<file path="config.mk">
export PLATFORM = sky130hd
export DESIGN_NAME = ycbcr_to_rgb
export DESIGN_NICKNAME = d
export VERILOG_FILES = /design/src/rtl/ycbcr_to_rgb.sv
export SDC_FILE = /design/constraint.sdc
export NUM_CORES = 1
export LEC_CHECK = 0
export BUFFER_PORTS_ARGS = -buffer_cell sky130_fd_sc_hd__buf_2
export CAP_MARGIN = 20
export CORE_AREA = 5 5 147 163
export CTS_CLUSTER_SIZE = 14
export DETAILED_ROUTE_END_ITERATION = 7
export DIE_AREA = 0 0 152 168
export HOLD_SLACK_MARGIN = 0.08
export PLACE_DENSITY_LB_ADDON = 0.15
export SYNTH_ARGS = -nofsm -noshare
export SYNTH_HDL_FRONTEND = slang
export SYNTH_SLANG_ARGS = --single-unit
</file>
<file path="constraint.sdc">
create_clock -name clk -period 6 [get_ports clk]
set_input_delay 1.2 -clock clk [delete_from_list [all_inputs] [get_ports clk]]
set_output_delay 1.2 -clock clk [all_outputs]
set_load 0.005 [all_outputs]
</file>
<file path="src/rtl/ycbcr_to_rgb.sv">
// Pipelined BT.601 studio-swing YCbCr -> RGB888 converter with matched sync/data_en delay.
// Optional macro YCBCR422_IN_EN: 4:2:2 input (shared chroma byte on i_cb_8b), latency 5 instead of 4.
module ycbcr_to_rgb #(
    parameter int COEF_Y    = 298,
    parameter int COEF_CR_R = 409,
    parameter int COEF_CB_G = 100,
    parameter int COEF_CR_G = 208,
    parameter int COEF_CB_B = 516,
    parameter int Y_OFFSET  = 16,
    parameter int C_OFFSET  = 128
) (
    input  logic       clk,
    input  logic       rst_n,
    input  logic [7:0] i_y_8b,
    input  logic [7:0] i_cb_8b,
    input  logic [7:0] i_cr_8b,
    input  logic       i_h_sync,
    input  logic       i_v_sync,
    input  logic       i_data_en,
    output logic [7:0] o_r_8b,
    output logic [7:0] o_g_8b,
    output logic [7:0] o_b_8b,
    output logic       o_h_sync,
    output logic       o_v_sync,
    output logic       o_data_en
);
    localparam int CTL_DEPTH = 4;
    localparam logic signed [19:0] K_Y    = 20'(COEF_Y);
    localparam logic signed [19:0] K_CR_R = 20'(COEF_CR_R);
    localparam logic signed [19:0] K_CB_G = 20'(COEF_CB_G);
    localparam logic signed [19:0] K_CR_G = 20'(COEF_CR_G);
    localparam logic signed [19:0] K_CB_B = 20'(COEF_CB_B);
    localparam logic signed [8:0]  K_YOFS = 9'(Y_OFFSET);
    localparam logic signed [8:0]  K_COFS = 9'(C_OFFSET);

    logic [7:0] w_y, w_cb, w_cr;
    logic       w_hs, w_vs, w_de;

`ifdef YCBCR422_IN_EN
    localparam logic [7:0] C_ZERO8 = 8'(C_OFFSET);

    logic       r_phase, r_de_d, w_phase;
    logic [7:0] r_pre_y, r_cb_lat, r_cr_hold, w_cr_pair;
    logic       r_pre_phase, r_pre_hs, r_pre_vs, r_pre_de;

    // First pixel of each data_en burst is always the even (Cb-carrying) one.
    assign w_phase   = (i_data_en && !r_de_d) ? 1'b0 : r_phase;
    // Partner Cr for a delayed even pixel; a trailing even pixel gets neutral chroma.
    assign w_cr_pair = (i_data_en && w_phase) ? i_cb_8b : C_ZERO8;

    always_ff @(posedge clk or negedge rst_n) begin
        if (!rst_n) begin
            r_phase     <= 1'b0;
            r_de_d      <= 1'b0;
            r_cb_lat    <= '0;
            r_cr_hold   <= '0;
            r_pre_y     <= '0;
            r_pre_phase <= 1'b0;
            r_pre_hs    <= 1'b0;
            r_pre_vs    <= 1'b0;
            r_pre_de    <= 1'b0;
        end else begin
            r_de_d <= i_data_en;
            if (i_data_en) begin
                r_phase <= ~w_phase;
            end
            if (i_data_en && !w_phase) begin
                r_cb_lat <= i_cb_8b;
            end
            if (!r_pre_phase) begin
                r_cr_hold <= w_cr_pair;
            end
            r_pre_y     <= i_y_8b;
            r_pre_phase <= w_phase;
            r_pre_hs    <= i_h_sync;
            r_pre_vs    <= i_v_sync;
            r_pre_de    <= i_data_en;
        end
    end

    assign w_y  = r_pre_y;
    assign w_cb = r_cb_lat;
    assign w_cr = r_pre_phase ? r_cr_hold : w_cr_pair;
    assign w_hs = r_pre_hs;
    assign w_vs = r_pre_vs;
    assign w_de = r_pre_de;
`else
    assign w_y  = i_y_8b;
    assign w_cb = i_cb_8b;
    assign w_cr = i_cr_8b;
    assign w_hs = i_h_sync;
    assign w_vs = i_v_sync;
    assign w_de = i_data_en;
`endif

    logic signed [8:0]  r_yd, r_cbd, r_crd;
    logic signed [19:0] w_yd_x, w_cbd_x, w_crd_x;
    logic signed [19:0] r_p_y, r_p_crr, r_p_cbg, r_p_crg, r_p_cbb;
    logic signed [19:0] r_s [3];
    logic signed [11:0] w_hi [3];
    logic [7:0]         w_clip [3];
    logic [7:0]         r_rgb [3];
    logic [2:0]         r_ctl [CTL_DEPTH];

    assign w_yd_x  = {{11{r_yd[8]}},  r_yd};
    assign w_cbd_x = {{11{r_cbd[8]}}, r_cbd};
    assign w_crd_x = {{11{r_crd[8]}}, r_crd};

    // Round half-up, then keep the integer part; the top bit flags negatives.
    genvar gi;
    generate
        for (gi = 0; gi < 3; gi++) begin : g_clip
            assign w_hi[gi]   = 12'((r_s[gi] + 20'sd128) >>> 8);
            assign w_clip[gi] = w_hi[gi][11]       ? 8'd0   :
                                (|w_hi[gi][10:8])  ? 8'd255 : w_hi[gi][7:0];
        end
    endgenerate

    always_ff @(posedge clk or negedge rst_n) begin
        if (!rst_n) begin
            r_yd    <= '0;
            r_cbd   <= '0;
            r_crd   <= '0;
            r_p_y   <= '0;
            r_p_crr <= '0;
            r_p_cbg <= '0;
            r_p_crg <= '0;
            r_p_cbb <= '0;
            for (int i = 0; i < 3; i++) begin
                r_s[i]   <= '0;
                r_rgb[i] <= '0;
            end
            for (int i = 0; i < CTL_DEPTH; i++) begin
                r_ctl[i] <= '0;
            end
        end else begin
            r_yd    <= $signed({1'b0, w_y})  - K_YOFS;
            r_cbd   <= $signed({1'b0, w_cb}) - K_COFS;
            r_crd   <= $signed({1'b0, w_cr}) - K_COFS;
            r_p_y   <= K_Y    * w_yd_x;
            r_p_crr <= K_CR_R * w_crd_x;
            r_p_cbg <= K_CB_G * w_cbd_x;
            r_p_crg <= K_CR_G * w_crd_x;
            r_p_cbb <= K_CB_B * w_cbd_x;
            r_s[0]  <= r_p_y + r_p_crr;
            r_s[1]  <= r_p_y - r_p_cbg - r_p_crg;
            r_s[2]  <= r_p_y + r_p_cbb;
            for (int i = 0; i < 3; i++) begin
                r_rgb[i] <= w_clip[i];
            end
            r_ctl[0] <= {w_vs, w_hs, w_de};
            for (int i = 1; i < CTL_DEPTH; i++) begin
                r_ctl[i] <= r_ctl[i-1];
            end
        end
    end

    assign o_r_8b    = r_rgb[0];
    assign o_g_8b    = r_rgb[1];
    assign o_b_8b    = r_rgb[2];
    assign o_data_en = r_ctl[CTL_DEPTH-1][0];
    assign o_h_sync  = r_ctl[CTL_DEPTH-1][1];
    assign o_v_sync  = r_ctl[CTL_DEPTH-1][2];
endmodule
</file>
### After elaboration in Yosys (flattened, before gate mapping)

Index checks and enable logic that the tools add are counted.

| operators by class | value |
|---|---|
| reduce and logical (&&, ||, !) cells | 3 |
| mux-type cells | 6 |
| $add $sub $neg | 10 |
| multiply operators | 5 |

Operators by type and width:

| operator | count |
|---|---|
| $add 20x9->20 const B | 3 |
| $mux 8 | 6 |
| $sub 20x20->20 | 2 |
| $mul 9x9->18 const A | 2 |
| $add 20x19->20 | 1 |
| $add 20x20->20 | 1 |
| $mul 10x9->19 const A | 1 |
| $sub 8x8->9 const B | 2 |
| $mul 6x9->15 const A | 1 |
| $mul 5x9->14 const A | 1 |
| $reduce_or 3->1 | 3 |
| $sub 8x5->9 const B | 1 |

| storage, ports and cells | value |
|---|---|
| word-level logic and storage cells | 42 |
| output and inout port bits | 27 |
| register bits | 213 |

### Longest topological paths before layout

Gate-level depths: netlist of run 1.

| depth | value |
|---|---|
| depth in word-level cells | 4 |
| depth in mapped cells | 19 |

### Worst setup path after synthesis of run 1

OpenSTA, ideal clock, no wires.

| timing | value |
|---|---|
| path type | register to register |
| start point | register r_crd[7] |
| end point | register r_p_crr[16] |
| buffers on the path | 0 |
| cell stages (with the launch flop) | 15 |
| setup time | 0.069 ns |
| arrival time | 4.361 ns |
| path slack | 1.571 ns |
| required time | 5.931 ns |
| cell sequence | dfrtp_1 clkinv_1 ha_1 ha_1 inv_1 fa_1 inv_1 fa_1 ha_1 ha_1 a21boi_0 o21ai_0 a21oi_1 or4_1 nand3_1 |

| between the ends | value |
|---|---|
| word-level cells in the longest chain between the ends | 1 |

Ends and longest elaborated chain:

| what | line | text |
|---|---|---|
| start, declared | 96 | `logic signed [8:0] r_yd, r_cbd, r_crd;` |
| start signal, assigned | 139 | `r_crd <= $signed({1'b0, w_cr}) - K_COFS;` |
| $mul 10x9->19 | 141 | `r_p_crr <= K_CR_R * w_crd_x;` |
| end signal, assigned | 141 |  |
| end, declared | 98 | `logic signed [19:0] r_p_y, r_p_crr, r_p_cbg, r_p_crg, r_p_cbb;` |

No other way between the ends.

### Worst setup path in the final report of run 1

| timing | value |
|---|---|
| start point | register r_crd[3] |
| end point | register r_p_crr[17] |

Same word-level chain as after synthesis.

==> out/qor.txt, run 1 <==
Post-CTS Hold Buffers = 0
Count of warnings emitted by yosys = 0
Internal power component = 0.00389 W
Violation count after the first detailed-route iteration = 327
Global-route wire length before repair = 36700 um
Clock sinks = 179
Synth unique cells = 54
Data arrival time of the critical path = 4900 ps
GPL Wtd Cong = 0.946
Final Hold Viols = 0
Layout overhead on the synthesized area = 11.0%
Proportion of register bits with asynchronous set or reset after synthesis = 1.00
Global-route usage over all layers = 0.177
Core region area = 22000 um^2
Switching share of power = 0.404
Average cell area after synthesis = 11.0 um^2
Largest fanout of any net on the critical path = 6
Clock root buffer = clkbuf_16
Pin count of the biggest net entering global routing = 68
Largest voltage drop on the vdd net = 0.000313 V
CTS Buffer Depth = 2
Number of vias after detailed routing = 7495
Number of antenna violations at the first check in global routing = 0
Final-report setup violation count = 0
PwrDens = 490 nW/um^2
Sequential fraction of the synthesis area = 0.374
Synth Register Bits = 179
Total Wirelength = 21100 um
Number of enable-type register cells in the synthesized netlist = 0
Highest clock frequency the design can meet = 0.220 GHz
Total die area = 25500 um^2
Most common flop cell mapped by yosys = dfrtp_1
Headroom to the max-slew limit = 0.455
Placed cell count = 1438
Post-route clock period utilization = 0.758
Final standard cell count with taps included and fillers excluded = 1470
Sequential standard cell area = 4480 um^2
Die X-Extent = 152 um
CTS tree = built
Endpoint kind of the worst setup timing path = register
Cell depth of the worst min-delay path = 0
Sequential share of power = 0.297
Post-route minimum period = 4550 ps
Max Cap Viol = 0
Input/output buffers = 55
Status = complete, no violations
DIE HEIGHT = 168 um
Detailed Place HPWL = 17300 um
Number of buffers added by the clock tree synthesis step = 17
Cell Area, Synth = 12000 um^2
R2R cell count = 15
Post-route DRC violation count = 0
Remaining global-route overflow = 0
Clk_lat worst skew = 430 ps
Slew at the pin closest to its max-slew limit = 811 ps
Number of buffers inserted to repair setup after CTS = 0
Post-CTS clock slew at the launch and capture registers of the worst setup and hold paths = 70 ps
RSZ-0062 raised after global routing = no
Leakage dissipation = 6.89 nW
Post-route ant nets = 0
Crit path kind = reg -> reg
Crit path launch type = register
Post-detailed-route wirelength per cell = 14.4 um
Final TNS setup = 0 ps
Via count of the first global-routing pass = 7595
Number of iterations in the first detailed-routing pass = 4
WP data required = 6350 ps
Boundary pin count = 56
Sw power = 0.00264 W
Resized Gates After CTS = 0
Number of levels in the clock H-tree = 4
Initial core utilization = 0.546
Number of fill cells in the layout = 1870
Final number of max-transition violations = 0
Comb pwr share = 0.522
Ratio of cells with drive above 1 in the final layout = 0.0834
Number of antenna cells inserted = 0
Ratio of routed vias to standard cells = 5.10
Final nets = 1472
Cell row count = 57
Setup Skew = 11.8 ps
Beginning of the worst hold path = r_ctl[9]
Area of the multi-input gates = 6890 um^2
Reg-to-reg startpoint = r_crd[3]
Worst Hold Class = reg -> reg
Number of instances in the synthesized netlist = 1086
Clock Power Share = 0.181
Net count after synthesis = 1396
Crit path from = r_crd[3]
Worst hold slack after final layout = 348 ps
layer usage:
metal / wire (um) / track usage / vias up
met5: 0 / 0 / -
met4: 541 / 0.0582 / 0
met3: 661 / 0.0293 / 26
met2: 10100 / 0.293 / 98
met1: 9840 / 0.239 / 3531
li1: - / - / 3840
placed cells by master, fill, tap and decap left out, types with 3 or more instances in the layout:
cell type | Yosys | layout
nor4_1 | 4 | 4
or4_1 | 3 | 3
buf_2 | 0 | 54
o21bai_1 | 8 | 8
a21o_1 | 22 | 22
ha_1 | 228 | 228
nand2b_1 | 13 | 13
dfrtp_1 | 179 | 179
a31o_2 | 4 | 4
clkinv_8 | 0 | 3
buf_4 | 0 | 3
inv_1 | 164 | 164
nor2_1 | 41 | 41
a21oi_1 | 71 | 71
xor2_1 | 36 | 36
nand4_1 | 5 | 5
a41o_1 | 3 | 3
or3_1 | 7 | 7
nand2_1 | 29 | 29
xnor2_1 | 72 | 72
nor2b_1 | 7 | 7
o21ai_0 | 29 | 29
nor3_1 | 15 | 15
nor3b_1 | 3 | 3
nand3_1 | 24 | 24
clkbuf_16 | 0 | 17
fa_1 | 53 | 53
a31oi_1 | 4 | 4
and3_1 | 12 | 12
inv_6 | 0 | 3
clkinvlp_4 | 0 | 3
a211oi_1 | 6 | 6
o21a_1 | 8 | 8
bufinv_16 | 0 | 3
worst max-delay path: stages, from the launching register on:
cell and delay, ps:
dfrtp_1 460, ha_1 370, ha_1 290, inv_1 50, fa_1 490, inv_1 50, fa_1 450, ha_1 330
ha_1 290, a21o_1 150, a21oi_1 220, o21ai_0 150, a2111oi_1 650, nor4_1 130, nor3_1 240, xnor2_1 150
cells by family (layout without fill, tap and decap cells):
family          after synthesis  after routing  share of synthesized area
xor+xnor                    108            108                     0.0789
flops                       179            179                      0.374
mux                           2              2                    0.00167
fa+ha+maj                   281            281                      0.326
compound gates              180            180                     0.0959
simple gates                170            170                     0.0715
buf+inv                     166            255                     0.0520
cell usage after synthesis (all sizes together) (5+ instances only):
cell type	n	area, um^2
inv	164	616
nand3	24	120
o21bai	8	60.1
nand4	5	31.3
xnor2	72	631
nor2	41	154
nand2	29	109
nand2b	13	81.3
o21ai	29	145
xor2	36	315
fa	53	1060
o21a	8	60.1
dfrtp	179	4480
ha	228	2850
nor2b	7	43.8
a21oi	71	355
or3	7	43.8
a211oi	7	57.6
and3	12	75.1
a21o	22	165
nor3	15	75.1
state kept, by name (all words and copies together) (netlist names), 9 cells and up:
register,count
r_ctl,9
r_yd,9
r_p_y,18
r_p_cbg,12
r_p_crr,19
r_s,39
r_p_crg,12
r_p_cbb,18
power groups by stage:
stage,registers (W),logic (W),clock network (W)
final,0.00194,0.00340,0.00118
after global placement,0.00195,0.00335,0
after detailed placement,0.00197,0.00340,0
after floorplan,0.00187,0.00267,0
after global routing,0.00199,0.00393,0.00127
after CTS,0.00194,0.00343,0.00122
worst paths after layout:
kind | end | slack [ps]
max | r_p_crr[17] | 1450
min reg2reg | r_ctl[6] | 350
max reg2reg | r_p_crr[17] | 1450
min in group asynchronous | r_s[58] | 760
max in group asynchronous | r_p_cbb[10] | 4120
min | r_ctl[6] | 350
final cells by class:
cell class	count	share of cell area
clock inverter	15	0.0165
sequential	179	0.337
clock buffer	17	0.0320
tap	295	0.0277
timing repair buffer	58	0.0229
multi-input combinational	741	0.518
inverter	165	0.0466
stage by stage:
stage	utilization	setup WS [ps]	area (um^2)	power, W
CTS	0.606	1440	13300	0.00659
global placement	0.576	1550	12700	0.00531
finish	0.606	1450	13300	0.00652
detailed placement	0.576	1470	12700	0.00536
global route	0.606	1140	13300	0.00719
floorplan	-	1570	12000	0.00454
(Power assumes the default switching activity.)
==> run 2: changes to the inputs <==
Clock period 6 ns to 4.2 ns, I/O delays scaled along.
==> out/qor.txt, run 2 (synthesized netlist as in run 1, its figures left out) <==
Status = complete, no violations
Total power consumption of the routed design = 0.00933 W (+43%)
WP data required = 4560 ps (-1790 ps)
Post-CTS clock slew at the launch and capture registers of the worst setup and hold paths = 70 ps (about the same)
Number of antenna violations at the first check in global routing = 0 (unchanged)
Switching share of power = 0.412 (+0.00764)
Top Registers = r_s: 39 flops, r_p_crr: 19 flops
Ratio of routed vias to standard cells = 5.06 (-0.81%)
Final nets = 1497 (+1.7%)
Layout overhead on the synthesized area = 13.1%
Pin count of the biggest net entering global routing = 84 (+24%)
Setup Skew = 7.59 ps (-4.19 ps)
Leakage dissipation = 7.00 nW (+1.6%)
Max Cap Viol = 0 (unchanged)
Worst Hold Class = reg -> reg
Cell depth of the worst min-delay path = 0 (unchanged)
Post-detailed-route wirelength per cell = 14.3 um (-0.31%)
Cell row count = 57 (unchanged)
Post-route minimum period = 3990 ps (-558 ps)
Crit path kind = reg -> reg
Cells along the critical path = ha_4 -> ha_1 -> inv_1 -> fa_1 -> inv_1 -> fa_2 -> fa_1 -> ha_1 -> buf_4 -> a21oi_4 -> o21ai_2 -> a2111oi_2 -> buf_4 -> nor4_1 -> nor3_1 -> xnor2_1
Final TNS setup = 0 ps (unchanged)
DIE HEIGHT = 168 um (unchanged)
Clock root buffer = clkbuf_16
Register with the most flip-flops = r_s
Sequential share of power = 0.296 (about the same)
Detailed Place HPWL = 17700 um (+2.0%)
Violation count after the first detailed-route iteration = 325 (-0.61%)
Largest fanout of any net on the critical path = 3 (-3)
Final number of max-transition violations = 0 (unchanged)
CP max stage cell = fa_1
PwrDens = 688 nW/um^2 (+40%)
Internal power component = 0.00549 W (+41%)
Number of iterations in the first detailed-routing pass = 4 (unchanged)
Sw power = 0.00384 W (+46%)
Final-report setup violation count = 0 (unchanged)
Highest clock frequency the design can meet = 0.251 GHz (+14%)
Post-placement cell area = 12900 um^2 (+1.5%)
Total Wirelength = 21400 um (+1.4%)
Number of antenna cells inserted = 0 (unchanged)
Leading cell types in the layout, fill and taps excluded = 222 x ha_1, 178 x dfrtp_1, 164 x inv_1
Final Hold Viols = 0 (unchanged)
Post-Layout Inst Area = 13600 um^2 (+1.9%)
Total die area = 25500 um^2 (unchanged)
Largest register FFs = 39 (unchanged)
CTS tree = built
Final standard cell utilization of the core = 0.617 (+0.0117)
Post-route DRC violation count = 0 (unchanged)
Peak per-stage delay on the critical path = 490 ps (-160 ps)
Data arrival time of the critical path = 4350 ps (-550 ps)
Comb pwr share = 0.538 (+0.016)
Largest voltage drop on the vdd net = 0.000414 V (+32%)
R2R cell count = 16 (+1)
Number of vias after detailed routing = 7561 (+0.88%)
Crit path depth = 16 (+1)
Headroom to the max-slew limit = 0.467 (+0.0118)
Worst hold slack after final layout = 350 ps (+1.58 ps)
Post-route ant nets = 0 (unchanged)
Clock Power Share = 0.166 (-0.015)
Number of levels in the clock H-tree = 4 (unchanged)
Most frequent standard cell in the layout excluding fill and tap cells = ha_1
Die X-Extent = 152 um (unchanged)
Post-route clock period utilization = 0.950 (+0.192)
Slew at the pin closest to its max-slew limit = 793 ps (-17.6 ps)
Number of buffers added by the clock tree synthesis step = 17 (unchanged)
Remaining global-route overflow = 0 (unchanged)
Boundary pin count = 56 (unchanged)
Via count of the first global-routing pass = 7764 (+2.2%)
Core region area = 22000 um^2 (unchanged)
Crit path launch type = register
Clock sinks = 179 (unchanged)
Endpoint kind of the worst setup timing path = register
Initial core utilization = 0.546 (unchanged)
CTS Buffer Depth = 2 (unchanged)
Global-route usage over all layers = 0.179 (+0.00198)
Input/output buffers = 55 (unchanged)
GPL Wtd Cong = 0.960 (+1.4%)
Global-route wire length before repair = 37100 um (+0.90%)
Sum of buffers and inverters on the critical path = 4 (+2)
Ratio of cells with drive above 1 in the final layout = 0.116 (+0.0324)
Clk_lat worst skew = 430 ps (about the same)
Register-to-register setup slack = 210 ps (-1240 ps)
Crit-path leading delay family = adder cells
## run 2: cell types whose count changed in the layout (fill, tap and decap cells not counted), sizes merged
| cell | previous run | this run |
|---|---|---|
| buf | 58 | 83 |
| bufinv | 3 | 0 |
| clkinv | 5 | 7 |
| clkinvlp | 3 | 1 |
| inv | 169 | 172 |
## run 2: repair_timing
action	in CTS	in global routing
setup buffers	0	1
pin swaps	2	11
gates resized for setup	4	18
endpoints found under the setup margin	6	9
hold buffers	0	0
## run 2: path summary, 6_finish.rpt
| path | start | to |
|---|---|---|
| min in group asynchronous | rst_n | r_s[58] |
| worst max register to register | r_crd[3] | r_p_crr[17] |
| worst min register to register | r_ctl[10] | r_ctl[7] |
| worst min-delay path | r_ctl[10] | r_ctl[7] |
| worst max-delay path | r_crd[3] | r_p_crr[17] |
| max in group asynchronous | rst_n | r_crd[7] |
## run 2: worst reg2reg max path, stage by stage, from the launching register on
cell and delay, ps:
dfrtp_1 410, ha_4 250, ha_1 280, inv_1 50, fa_1 490, inv_1 50, fa_2 340, fa_1 470
ha_1 290, buf_4 150, a21oi_4 160, o21ai_2 80, a2111oi_2 360, buf_4 180, nor4_1 50, nor3_1 180
xnor2_1 140
## run 2: final cells by class
class / instances / area [um^2]
repair buffers: 83 / 504
well taps: 295 / 369
clock inverters: 15 / 161
fillers: 1867 / 8410
multi-input cells: 741 / 7000
flip-flops and latches: 179 / 4480
inverters: 165 / 621
clock buffers: 17 / 425
## run 2: power groups by stage
stage	registers [W]	logic (W)	clock network (W)
finish	0.00276	0.00502	0.00155
floorplan	0.00267	0.00381	0
detailed placement	0.00280	0.00493	0
CTS	0.00276	0.00498	0.00160
global route	0.00284	0.00575	0.00167
global placement	0.00279	0.00484	0
## run 2: per-stage QoR
step / setup slack, ps / cells
6_report: 211 / 1495
5_1_grt: -13.4 / 1495
4_1_cts: 4.59 / 1494
3_5_place_dp: -115 / 1462
3_3_place_gp: -6.50 / 1462
2_1_floorplan: 24.5 / 1086
## run 2: routing by layer
metal  vias up  GRT usage  part of all wire
met5         -          0                 0
met4         0     0.0739             0.030
met3        30     0.0321             0.030
met2       100      0.301              0.48
met1      3539      0.230              0.46
li1       3892          -                 -
